**config.mk**
```make
export PLATFORM = sky130hd
export DESIGN_NAME = sync_fifo
export DESIGN_NICKNAME = d
export VERILOG_FILES = /design/src/rtl/sync_fifo_pkg.sv /design/src/rtl/sync_fifo_ram.sv /design/src/rtl/sync_fifo.sv
export SDC_FILE = /design/constraint.sdc
export NUM_CORES = 1
export LEC_CHECK = 0
export ABC_CLOCK_PERIOD_IN_PS = 5800
export CAP_MARGIN = 20
export CELL_PAD_IN_SITES_DETAIL_PLACEMENT = 2
export CELL_PAD_IN_SITES_GLOBAL_PLACEMENT = 2
export CORE_AREA = 2 2 120 122
export DETAILED_ROUTE_END_ITERATION = 10
export DIE_AREA = 0 0 122 124
export GPL_ROUTABILITY_DRIVEN = 0
export HOLD_SLACK_MARGIN = 0.1
export PLACE_DENSITY_LB_ADDON = 0.1
export SYNTH_ARGS = -nofsm -noshare
export SYNTH_HDL_FRONTEND = slang
export SYNTH_HIERARCHICAL = 1
export SYNTH_SLANG_ARGS = --single-unit
```
**constraint.sdc**
```tcl
create_clock -name clk -period 5.8 [get_ports clk]
set_input_delay 0.58 -clock clk [delete_from_list [all_inputs] [get_ports clk]]
set_output_delay 0.58 -clock clk [all_outputs]
set_load 0.02 [all_outputs]
```
**src/rtl/sync_fifo_pkg.sv**
```systemverilog
// Shared constants, pointer-width helper and pointer type for the sync_fifo slice.
package sync_fifo_pkg;

  localparam int unsigned DEF_DEPTH  = 16;
  localparam int unsigned DEF_WIDTH  = 8;
  localparam int unsigned DEF_AEMPTY = 2;

  // One extra MSB beyond the address lets equal addresses mean either empty or full.
  function automatic int unsigned ptr_width(input int unsigned depth);
    return $clog2(depth) + 1;
  endfunction

  typedef logic [ptr_width(DEF_DEPTH)-1:0] ptr_t;

endpackage

```
**src/rtl/sync_fifo_ram.sv**
```systemverilog
// Simple dual-port storage for sync_fifo: one write port, one registered read port.
module sync_fifo_ram #(
  parameter int unsigned P_DEPTH = 16,
  parameter int unsigned P_WIDTH = 8,
  parameter int unsigned P_AW    = 4
) (
  input  logic               clk,
  input  logic               wr_en,
  input  logic [P_AW-1:0]    wr_addr,
  input  logic [P_WIDTH-1:0] wr_data,
  input  logic               rd_en,
  input  logic [P_AW-1:0]    rd_addr,
  output logic [P_WIDTH-1:0] rd_data
);

  logic [P_WIDTH-1:0] mem [P_DEPTH];

  always_ff @(posedge clk) begin
    if (wr_en) mem[wr_addr] <= wr_data;
    if (rd_en) rd_data <= mem[rd_addr];
  end

endmodule

```
**src/rtl/sync_fifo.sv**
```systemverilog
// First-word-fall-through synchronous FIFO with registered flags and output stage.
// Optional sticky overflow/underflow checks are enabled by defining SYNC_FIFO_ERR_CHK_EN.
module sync_fifo
  import sync_fifo_pkg::*;
#(
  parameter int unsigned P_DEPTH  = DEF_DEPTH,
  parameter int unsigned P_WIDTH  = DEF_WIDTH,
  parameter int unsigned P_AFULL  = P_DEPTH - 2,
  parameter int unsigned P_AEMPTY = DEF_AEMPTY
) (
  input  logic                       clk,
  input  logic                       rst_n,
  input  logic                       flush,
  input  logic [P_WIDTH-1:0]         wr_data,
  input  logic                       wr_vld,
  output logic                       wr_rdy,
  output logic [P_WIDTH-1:0]         rd_data,
  output logic                       rd_vld,
  input  logic                       rd_rdy,
  output logic [$clog2(P_DEPTH):0]   fill,
  output logic                       almost_full,
  output logic                       almost_empty,
  output logic                       ovf_err,
  output logic                       udf_err
);

  localparam int unsigned AW = $clog2(P_DEPTH);
  localparam int unsigned PW = ptr_width(P_DEPTH);

  localparam logic [PW-1:0] DEPTH_V  = PW'(P_DEPTH);
  localparam logic [PW-1:0] AFULL_V  = PW'(P_AFULL);
  localparam logic [PW-1:0] AEMPTY_V = PW'(P_AEMPTY);

  logic [PW-1:0]      wr_ptr;
  logic [PW-1:0]      rd_ptr;
  logic [PW-1:0]      fill_next;
  logic [P_WIDTH-1:0] ram_q;
  logic               ram_vld;
  logic               push;
  logic               pop;
  logic               mem_empty;
  logic               out_load;
  logic               ram_re;

  assign push      = wr_vld & wr_rdy & ~flush;
  assign pop       = rd_vld & rd_rdy & ~flush;
  assign mem_empty = (wr_ptr == rd_ptr);

  // Two-stage prefetch: RAM read register feeds the output register. A stage
  // may refill on the same edge it is emptied, so streaming has no bubbles.
  assign out_load  = ram_vld & (~rd_vld | pop);
  assign ram_re    = ~mem_empty & (~ram_vld | out_load) & ~flush;

  always_comb begin
    fill_next = fill;
    unique case ({push, pop})
      2'b10:   fill_next = fill + PW'(1);
      2'b01:   fill_next = fill - PW'(1);
      default: fill_next = fill;
    endcase
  end

  sync_fifo_ram #(
    .P_DEPTH (P_DEPTH),
    .P_WIDTH (P_WIDTH),
    .P_AW    (AW)
  ) u_ram (
    .clk     (clk),
    .wr_en   (push),
    .wr_addr (wr_ptr[AW-1:0]),
    .wr_data (wr_data),
    .rd_en   (ram_re),
    .rd_addr (rd_ptr[AW-1:0]),
    .rd_data (ram_q)
  );

  always_ff @(posedge clk or negedge rst_n) begin
    if (!rst_n) begin
      wr_ptr       <= '0;
      rd_ptr       <= '0;
      ram_vld      <= 1'b0;
      rd_vld       <= 1'b0;
      rd_data      <= '0;
      fill         <= '0;
      wr_rdy       <= 1'b1;
      almost_full  <= 1'b0;
      almost_empty <= 1'b1;
    end else if (flush) begin
      wr_ptr       <= '0;
      rd_ptr       <= '0;
      ram_vld      <= 1'b0;
      rd_vld       <= 1'b0;
      fill         <= '0;
      wr_rdy       <= 1'b1;
      almost_full  <= 1'b0;
      almost_empty <= 1'b1;
    end else begin
      if (push)     wr_ptr  <= wr_ptr + PW'(1);
      if (ram_re)   rd_ptr  <= rd_ptr + PW'(1);
      if (out_load) rd_data <= ram_q;
      ram_vld      <= ram_re | (ram_vld & ~out_load);
      rd_vld       <= out_load | (rd_vld & ~pop);
      fill         <= fill_next;
      wr_rdy       <= (fill_next < DEPTH_V);
      almost_full  <= (fill_next >= AFULL_V);
      almost_empty <= (fill_next <= AEMPTY_V);
    end
  end

`ifdef SYNC_FIFO_ERR_CHK_EN
  always_ff @(posedge clk or negedge rst_n) begin
    if (!rst_n) begin
      ovf_err <= 1'b0;
      udf_err <= 1'b0;
    end else if (flush) begin
      ovf_err <= 1'b0;
      udf_err <= 1'b0;
    end else begin
      if (wr_vld & ~wr_rdy) ovf_err <= 1'b1;
      if (rd_rdy & ~rd_vld) udf_err <= 1'b1;
    end
  end
`else
  assign ovf_err = 1'b0;
  assign udf_err = 1'b0;
`endif

endmodule

```
Word level (Yosys, flattened, before mapping):

Memory sizes are Yosys's and may differ from the RTL's. A register that Yosys moved wholly into a read port is not among the register bits.
Cells that the tools add are included.
W data, S select, Z words.

* bits in writable memories: 128
* ROM bits: 0
* bits of input ports: 13
* memories: 1
* latch bits: 0
* output and inout bits: 19
* bits in registers: 28

* muxes and demuxes: 13
* divide/modulo/power cells: 0
* shift operators: 0
* reduce and logical (&&, ||, !) cells: 3
* $mul: 0
* eq/ne operators: 3
* add/sub/neg operators: 4
* $lt $le $gt $ge: 3
* bitwise logic cells: 19

Memory list
* u_ram.mem: words 16, width 8, read ports 1, clocked after memory_dff 1, wr ports 1, line sync_fifo_ram.sv:16 `logic [P_WIDTH-1:0] mem [P_DEPTH];`

Operator list (count)
* $mux W5: 5
* $add A5 B1 Y5 const B: 3
* $pmux W5 S2: 1
* $and A1 B1 Y1: 9
* $mux W1: 7
* $not A1 Y1: 6
* $eq A5 B5 Y1: 1
* $ge A5 B4 Y1 const B: 1
* $le A5 B2 Y1 const B: 1
* $lt A5 B5 Y1 const B: 1
* $sub A5 B1 Y5 const B: 1
* $or A1 B1 Y1: 4
* $reduce_bool A2 Y1: 2
* $eq A2 B1 Y1 const B: 1
* $eq A2 B2 Y1 const B: 1
* $reduce_and A2 Y1: 1

Logic depth before layout (Yosys ltp):

Gate-level depths: netlist of run 1.

* depth after elaboration: 9
* depth in mapped cells: 10

By module:

The synthesis of run 1 kept the hierarchy.

Modules (own cells, without submodules)
* sync_fifo_ram: instances 1, area each 5227.5 µm², cells an instance 229, seq. area each 4083.9 µm²
* sync_fifo: instances 1, area each 1437.6 µm², cells an instance 132, seq. area each 703.2 µm²

Worst setup path before layout of run 1:

Ideal clock, no wire load.

* path kind: in2reg
* start: in flush
* end: mem u_ram.mem[0][0] (enable)
* data required time: 5.417 ns
* arrival: 2.107 ns
* path slack: 3.310 ns
* buffers on the path: 1
* cell stages on the path: 4
* setup time: 0.383 ns
* cell sequence: clkbuf_1 nor2_1 or3b_2 nor3_1

* word-level cells in the longest chain between the ends: 4

RTL lines
* start: declaration: line sync_fifo.sv:13 `input logic flush,`
* $not A1 Y1 (no line)
* $and A1 B1 Y1: line sync_fifo.sv:45 `assign push = wr_vld & wr_rdy & ~flush;`
* named net push: line sync_fifo.sv:39 `logic push;`
* $mux W1: line sync_fifo_ram.sv:19 `if (wr_en) mem[wr_addr] <= wr_data;`
* $mux W1 (not written as such): line sync_fifo_ram.sv:19
* end: declaration: line sync_fifo_ram.sv:16

The timed path passes the listed nets, and every way through them passes these cells.

Worst setup path after layout of run 1:

* start: in flush
* end: mem u_ram.mem[2][0] (enable)

Same word-level chain as after synthesis.

==> metrics.md, run 1 <==
| Metric | Value |
|---|---|
| Setup TNS | `0 ps` |
| Asr flop ratio synth | `17.1%` |
| Die W | `122 µm` |
| GR Layer Usage met2 | `40.6%` |
| Area Overhead vs Synth | `15.1%` |
| Startpoint Class | `input port` |
| Clk Latency, worst-skew pair | `430 ps` |
| Worst rel slew slack | `27.5%` |
| Clk_skew | `6.03 ps` |
| Final-report setup violation count | `0` |
| # port buffers | `29` |
| Clk sinks | `164` |
| Max Cap Viol | `0` |
| Clk Tree Root Cell | `clkbuf_16` |
| Synth Register Bits | `164` |
| Chip Height | `124 µm` |
| Crit path max fanout | `24` |
| Die area | `15100 µm²` |
| Unique cell type count in the Yosys netlist | `44` |
| M1 GR Usage | `29.0%` |
| Vias in the first global route | `3867` |
| GRT Total Usage | `23.3%` |
| Final-report hold violation count | `0` |
| Part of the cycle the worst path needs | `55.7%` |
| WHS | `479 ps` |
| Vias per cell | `5.84` |
| Final net count | `416` |
| Syn. warnings | `6` |
| Total CTS buffers | `17` |
| Fin area | `7670 µm²` |
| Final wirelength | `15.9 mm` |
| Boundary Pins | `32` |
| Total chip power | `3.14 mW` |
| Fill cell count | `1180` |
| Grt met3 use | `4.30%` |
| Post-DP HPWL | `9.86 mm` |
| Clk slew on worst S/H paths | `60 ps` |
| Layout cell share with drive strength beyond 1 | `17.5%` |
| TritonCTS clock tree | `yes` |
| CP required | `5850 ps` |
| Pre-antenna DRT Iters | `4` |
| Top post-synthesis cells by area | `edfxtp_1 (61%), dfrtp_1 (9.8%), mux4_2 (6.1%)` |
| Worst IR drop on VDD | `0.285 mV` |
| Max H-tree Level | `4` |
| RSZ-0062 raised after global routing | `false` |
| Post-CTS Setup Bufs | `0` |
| Pwr dens | `409 nW/µm²` |
| Fin crit period | `3230 ps` |
| CP arrival | `3280 ps` |
| Commonest non-fill, non-tap cell in the layout | `edfxtp_1` |
| Gr busiest metal | `met2` |
| Gr ovfl total | `0` |
| First-pass GRT wire length | `24.3 mm` |
| Leak | `2.60 nW` |
| Sequential share of the synthesized area | `71.8%` |
| Post-synth EDFFs | `136` |
| Syn_area_per_cell | `18.5 µm²` |
| Placeable Area | `13700 µm²` |
| Initial Util | `48.6%` |
| FP Rows | `43` |
| Most frequent cells in the layout | `edfxtp_1 (136), nor2_1 (33), clkdlybuf4s50_1 (29), dfrtp_1 (24)` |
| Via Count | `3456` |
| Status | `finished, final reports clean` |
| Mapped Area | `6670 µm²` |
| Final WS setup | `2570 ps` |
| Highest clock rate | `310 MHz` |
| Hold buffer count at cts | `0` |
| CP Class | `input port to register` |
| Endpoint class of the critical path | `register` |
| Area leader, netlist | `edfxtp_1` |
| Actual slew at the worst max-slew pin | `1080 ps` |
| Hold Crit Class | `register to register` |
| Drt initial violations | `203` |
| Slew Limit Fails | `0` |
| ANT nets after route | `0` |
| Most used DFF post-synth | `edfxtp_1` |
| Post-Synthesis Cells | `361` |
| Diodes inserted | `0` |
| Initial antenna violation count | `0` |
| Post-synth top area share | `61.3%` |
| DRC viols | `0` |
| Pre-CTS WS | `1700 ps` |
| Placed Area | `7100 µm²` |
| Pin count of the biggest net entering global routing | `37` |
| Clock tree buffer depth | `2` |
| Post-CTS resize count | `0` |
| Routed len/inst | `26.9 µm` |
[state kept, by name (all words and copies together) (netlist names)]
register / count
wr_ptr: 5
ram_vld: 1
u_ram/mem: 128
wr_rdy: 1
u_ram/rd_data: 8
rd_data: 8
almost_full: 1
fill: 5
almost_empty: 1
rd_vld: 1
rd_ptr: 5
[cells by family (layout without fill, tap and decap cells)]
kind of cell | count (synthesis) | after routing | share of synthesized area [%]
AND/OR/NAND/NOR | 81 | 81 | 5.89
AO/OA/AOI/OAI | 30 | 30 | 3.66
flip-flops | 164 | 164 | 71.8
multiplexers | 43 | 43 | 13.4
adder cells (fa/ha/maj) | 4 | 4 | 0.751
other | 1 | 2 | 0.0563
XOR/XNOR | 19 | 19 | 2.50
buffers and inverters | 19 | 69 | 1.91
[worst max-delay path, cell delays in order]
cell and delay (ps):
clkdlybuf4s50_1 870, nor2_1 500, or3b_2 560, nor2_1 750
[cell type report]
| class | instances | area (µm²) | area share, % |
|---|---|---|---|
| clock buffer | 23 | 479 | 6.24 |
| multi-input combinational | 179 | 1760 | 22.9 |
| inverter | 2 | 7.51 | 0.0978 |
| tap | 180 | 225 | 2.93 |
| clock inverter | 9 | 77.6 | 1.01 |
| sequential | 164 | 4790 | 62.4 |
| timing repair buffer | 35 | 335 | 4.37 |
[per-layer routing]
| metal | up-vias | part of all wire, % |
|---|---|---|
| met2 | 77 | 54 |
| met5 | - | 0 |
| li1 | 1499 | - |
| met3 | 18 | 2.9 |
| met1 | 1862 | 41 |
| met4 | 0 | 1.9 |
[final timing paths]
check                      slack [ps]              end              from  depth (start not counted)
setup / recovery                 2570  u_ram/mem[2][0]             flush                          4
max in group asynchronous        4950           wr_rdy             rst_n                          2
min in group asynchronous         550          fill[4]             rst_n                          2
setup reg to reg                 3140  u_ram/mem[2][0]            wr_rdy                          4
hold reg to reg                   480       rd_data[2]  u_ram/rd_data[2]                          1
hold / removal                    480       rd_data[2]  u_ram/rd_data[2]                          1
[through the flow]
stage	instances	utilization, %
global route	592	55.9
detailed placement	559	51.8
global placement	559	51.8
floorplan	362	-
finish	592	55.9
CTS	591	55.8
[cells in the mapped netlist (3+ instances only)]
cell,number
edfxtp_1,136
buf_6,3
buf_4,3
buf_2,3
mux4_1,14
clkbuf_1,5
mux2_2,8
ha_1,4
a21oi_1,3
mux4_2,18
mux2i_1,3
nand4_1,4
xor2_1,10
nand2_1,18
clkdlybuf4s25_2,3
xnor2_1,9
nor3_1,7
nor2_1,33
dfrtp_1,26
a22oi_1,17
nand2b_1,3
[power by group]
group	internal [mW]	switching (mW)	total [mW]	leakage, nW
logic	0.304	0.308	0.612	0.742
registers	1.36	0.0891	1.45	1.59
clock network	0.625	0.446	1.07	0.277
(Power assumes the default switching activity.)
==> inputs of run 2 (changes only) <==
--- a/config.mk
+++ b/config.mk
@@ -5,13 +5,13 @@
 export SDC_FILE = /design/constraint.sdc
 export NUM_CORES = 1
 export LEC_CHECK = 0
-export ABC_CLOCK_PERIOD_IN_PS = 5800
+export ABC_CLOCK_PERIOD_IN_PS = 3380
 export CAP_MARGIN = 20
 export CELL_PAD_IN_SITES_DETAIL_PLACEMENT = 2
 export CELL_PAD_IN_SITES_GLOBAL_PLACEMENT = 2
-export CORE_AREA = 2 2 120 122
+export CORE_AREA = 2 2 124 126
 export DETAILED_ROUTE_END_ITERATION = 10
-export DIE_AREA = 0 0 122 124
+export DIE_AREA = 0 0 126 128
 export GPL_ROUTABILITY_DRIVEN = 0
 export HOLD_SLACK_MARGIN = 0.1
 export PLACE_DENSITY_LB_ADDON = 0.1
==> constraint.sdc (replaced) <==
create_clock -name clk -period 3.38 [get_ports clk]
set_input_delay 0.338 -clock clk [delete_from_list [all_inputs] [get_ports clk]]
set_output_delay 0.338 -clock clk [all_outputs]
set_load 0.02 [all_outputs]
==> run 2 against run 1 <==
Compared with the run above:
- global-route usage down 2.3 points
- total power is 76% higher
- critical path depth is 5 higher
- register-to-register slack lost 2300 ps
- critical endpoint is now almost_full
- largest power group unchanged
- highest routed layer unchanged
==> metrics.md, run 2 (synthesis gave the netlist of run 1 again) <==
| Metric | Value |
|---|---|
| Post-DP HPWL | `9.94 mm (+0.79%)` |
| CP arrival | `2810 ps (-470 ps)` |
| Highest clock rate | `395 MHz` |
| Chip Height | `128 µm (+3.2%)` |
| Clock tree buffer depth | `2 (unchanged)` |
| Register Area | `4790 µm² (about the same)` |
| Drt initial violations | `227 (+12%)` |
| Clk_skew | `7.87 ps (+1.84 ps)` |
| Vias in the first global route | `3892 (+0.65%)` |
| Final-report setup violation count | `0 (unchanged)` |
| Routed len/inst | `25.3 µm (-6.1%)` |
| Final-report hold violation count | `0 (unchanged)` |
| Hold Crit Class | `input port to async pin` |
| Reg2Reg Capture Point | `almost_full` |
| # port buffers | `29 (unchanged)` |
| Pin count of the biggest net entering global routing | `33 (-11%)` |
| Clock network power share | `35.5% (+1.3 points)` |
| Most frequent cells in the layout | `edfxtp_1 (136), nor2_1 (33), clkdlybuf4s50_1 (29), dfrtp_1 (25), clkbuf_16 (20)` |
| Vias per cell | `5.62 (-3.8%)` |
| WHS | `371 ps (-109 ps)` |
| Via Count | `3460 (+0.12%)` |
| Max H-tree Level | `4 (unchanged)` |
| Sequential Power Share | `44.3% (-2.0 points)` |
| Placeable Area | `14900 µm² (+8.3%)` |
| Post-CTS Setup Bufs | `0 (unchanged)` |
| Part of the cycle the worst path needs | `74.9%` |
| DRC viols | `0 (unchanged)` |
| Gr ovfl total | `0 (unchanged)` |
| Slew Limit Fails | `0 (unchanged)` |
| Worst rel slew slack | `45.4% (+18 points)` |
| Clk Tree Root Cell | `clkbuf_16` |
| Post-Place Cells | `583 (+4.3%)` |
| Total CTS buffers | `17 (unchanged)` |
| Layout cell share with drive strength beyond 1 | `20.6% (+3.1 points)` |
| Area of the multi-input gates | `1750 µm² (-0.28%)` |
| Actual slew at the worst max-slew pin | `817 ps (-266 ps)` |
| Combinational share of power | `20.2% (+0.7 points)` |
| Area Overhead vs Synth | `18.5%` |
| Startpoint Class | `register` |
| Net Sw Frac | `26.0% (-0.86 points)` |
| Commonest non-fill, non-tap cell in the layout | `edfxtp_1` |
| Worst IR drop on VDD | `0.373 mV (+31%)` |
| Net Sw Power | `1.44 mW (+71%)` |
| GRT Total Usage | `21.0% (-2.3 points)` |
| Setup TNS | `0 ps (unchanged)` |
| FP Rows | `45 (+4.7%)` |
| Pwr dens | `699 nW/µm² (+71%)` |
| Crit path max fanout | `8 (-67%)` |
| Initial Util | `44.8% (-3.7 points)` |
| First-pass GRT wire length | `24.3 mm (-0.12%)` |
| Fin cells | `616 (+4.1%)` |
| Clk sinks | `164 (unchanged)` |
| Clk slew on worst S/H paths | `60 ps (about the same)` |
| Reg2reg path depth | `9 (+5)` |
| Final net count | `432 (+3.8%)` |
| RSZ-0062 raised after global routing | `false` |
| Fin area | `7900 µm² (+3.0%)` |
| Hold buffer count at cts | `0 (unchanged)` |
| Largest register FFs | `128 (unchanged)` |
| Internal | `4.08 mW (+78%)` |
| Status | `finished, final reports clean` |
| Fill cell count | `1290 (+9.3%)` |
| Core Util, Final | `53.2% (-2.8 points)` |
| Endpoint class of the critical path | `register` |
| Post-CTS resize count | `0 (unchanged)` |
| Diodes inserted | `0 (unchanged)` |
| ANT nets after route | `0 (unchanged)` |
| Leak | `2.74 nW (+5.0%)` |
| Die area | `16100 µm² (+6.6%)` |
| Boundary Pins | `32 (unchanged)` |
| Initial antenna violation count | `0 (unchanged)` |
| R2r setup slk | `850 ps (-2290 ps)` |
| Reg-to-Reg Start | `wr_rdy` |
| Die W | `126 µm (+3.3%)` |
| Max Cap Viol | `0 (unchanged)` |
| CP Class | `register to register` |
| Clk Latency, worst-skew pair | `420 ps (about the same)` |
| Pre-antenna DRT Iters | `4 (unchanged)` |
| TritonCTS clock tree | `yes` |
| Fin crit period | `2530 ps` |
| Largest regs | `u_ram/mem (128), rd_data (8), u_ram/rd_data (8)` |
| Largest Register | `u_ram/mem` |
| Placed Area | `7260 µm² (+2.2%)` |
| Final wirelength | `15.6 mm (-2.3%)` |
| CP required | `3660 ps (-2190 ps)` |
run 2: cell count changes in the layout (fill, tap and decap cells not counted), moves of 2 or more:
cell | before | now
buf_4 | 5 | 19
inv_4 | 1 | 3
clkbuf_1 | 4 | 2
clkbuf_16 | 18 | 20
clkinv_2 | 5 | 1
buf_12 | 0 | 2
run 2: layout make-up:
| class | instances | area share [%] |
|---|---|---|
| multi-input combinational | 179 | 22.2 |
| sequential | 164 | 60.6 |
| timing repair buffer | 51 | 6.33 |
| clock inverter | 8 | 1.01 |
| clock buffer | 24 | 6.78 |
| inverter | 2 | 0.0950 |
| tap | 188 | 2.98 |
run 2: worst max-delay path: stages (launching register included):
cell and delay, ps:
dfstp_2 540, nand2_1 100, nor2_1 310, inv_1 90, ha_1 430, nor4b_1 320
nand2_1 90, o21ai_1 120, xnor2_1 230, o32ai_2 150
run 2: how the worst max path moves through the flow:
stage / end / cells past startpoint / startpoint / slack, ps
finish: almost_full / 9 / wr_rdy / 850
global route: almost_full / 9 / wr_rdy / 590
CTS: almost_full / 9 / wr_rdy / 830
detailed placement: almost_full / 11 / flush / 570
global placement: almost_empty / 11 / flush / 620
floorplan: u_ram/mem[0][0] / 4 / wr_rdy / 980
run 2: power groups by stage:
stage / combinational, mW / clock (mW) / sequential [mW]
finish: 1.12 / 1.96 / 2.44
global route: 1.21 / 2.09 / 2.47
CTS: 1.14 / 2.02 / 2.45
detailed placement: 1.12 / 0 / 2.49
global placement: 1.10 / 0 / 2.48
floorplan: 0.680 / 0 / 2.52
run 2: through the flow:
stage | power (mW) | setup WS (ps)
after floorplan | 3.20 | 982
after global placement | 3.58 | 624
after detailed placement | 3.61 | 571
after CTS | 5.60 | 832
after global routing | 5.77 | 587
final | 5.52 | 847
run 2: per-layer routing:
metal	up-vias	GRT usage (%)	wire length [µm]
met5	-	0	0
met4	0	8.08	185
met3	12	4.05	528
met2	75	35.2	8090
met1	1830	27.6	6780
li1	1543	-	-
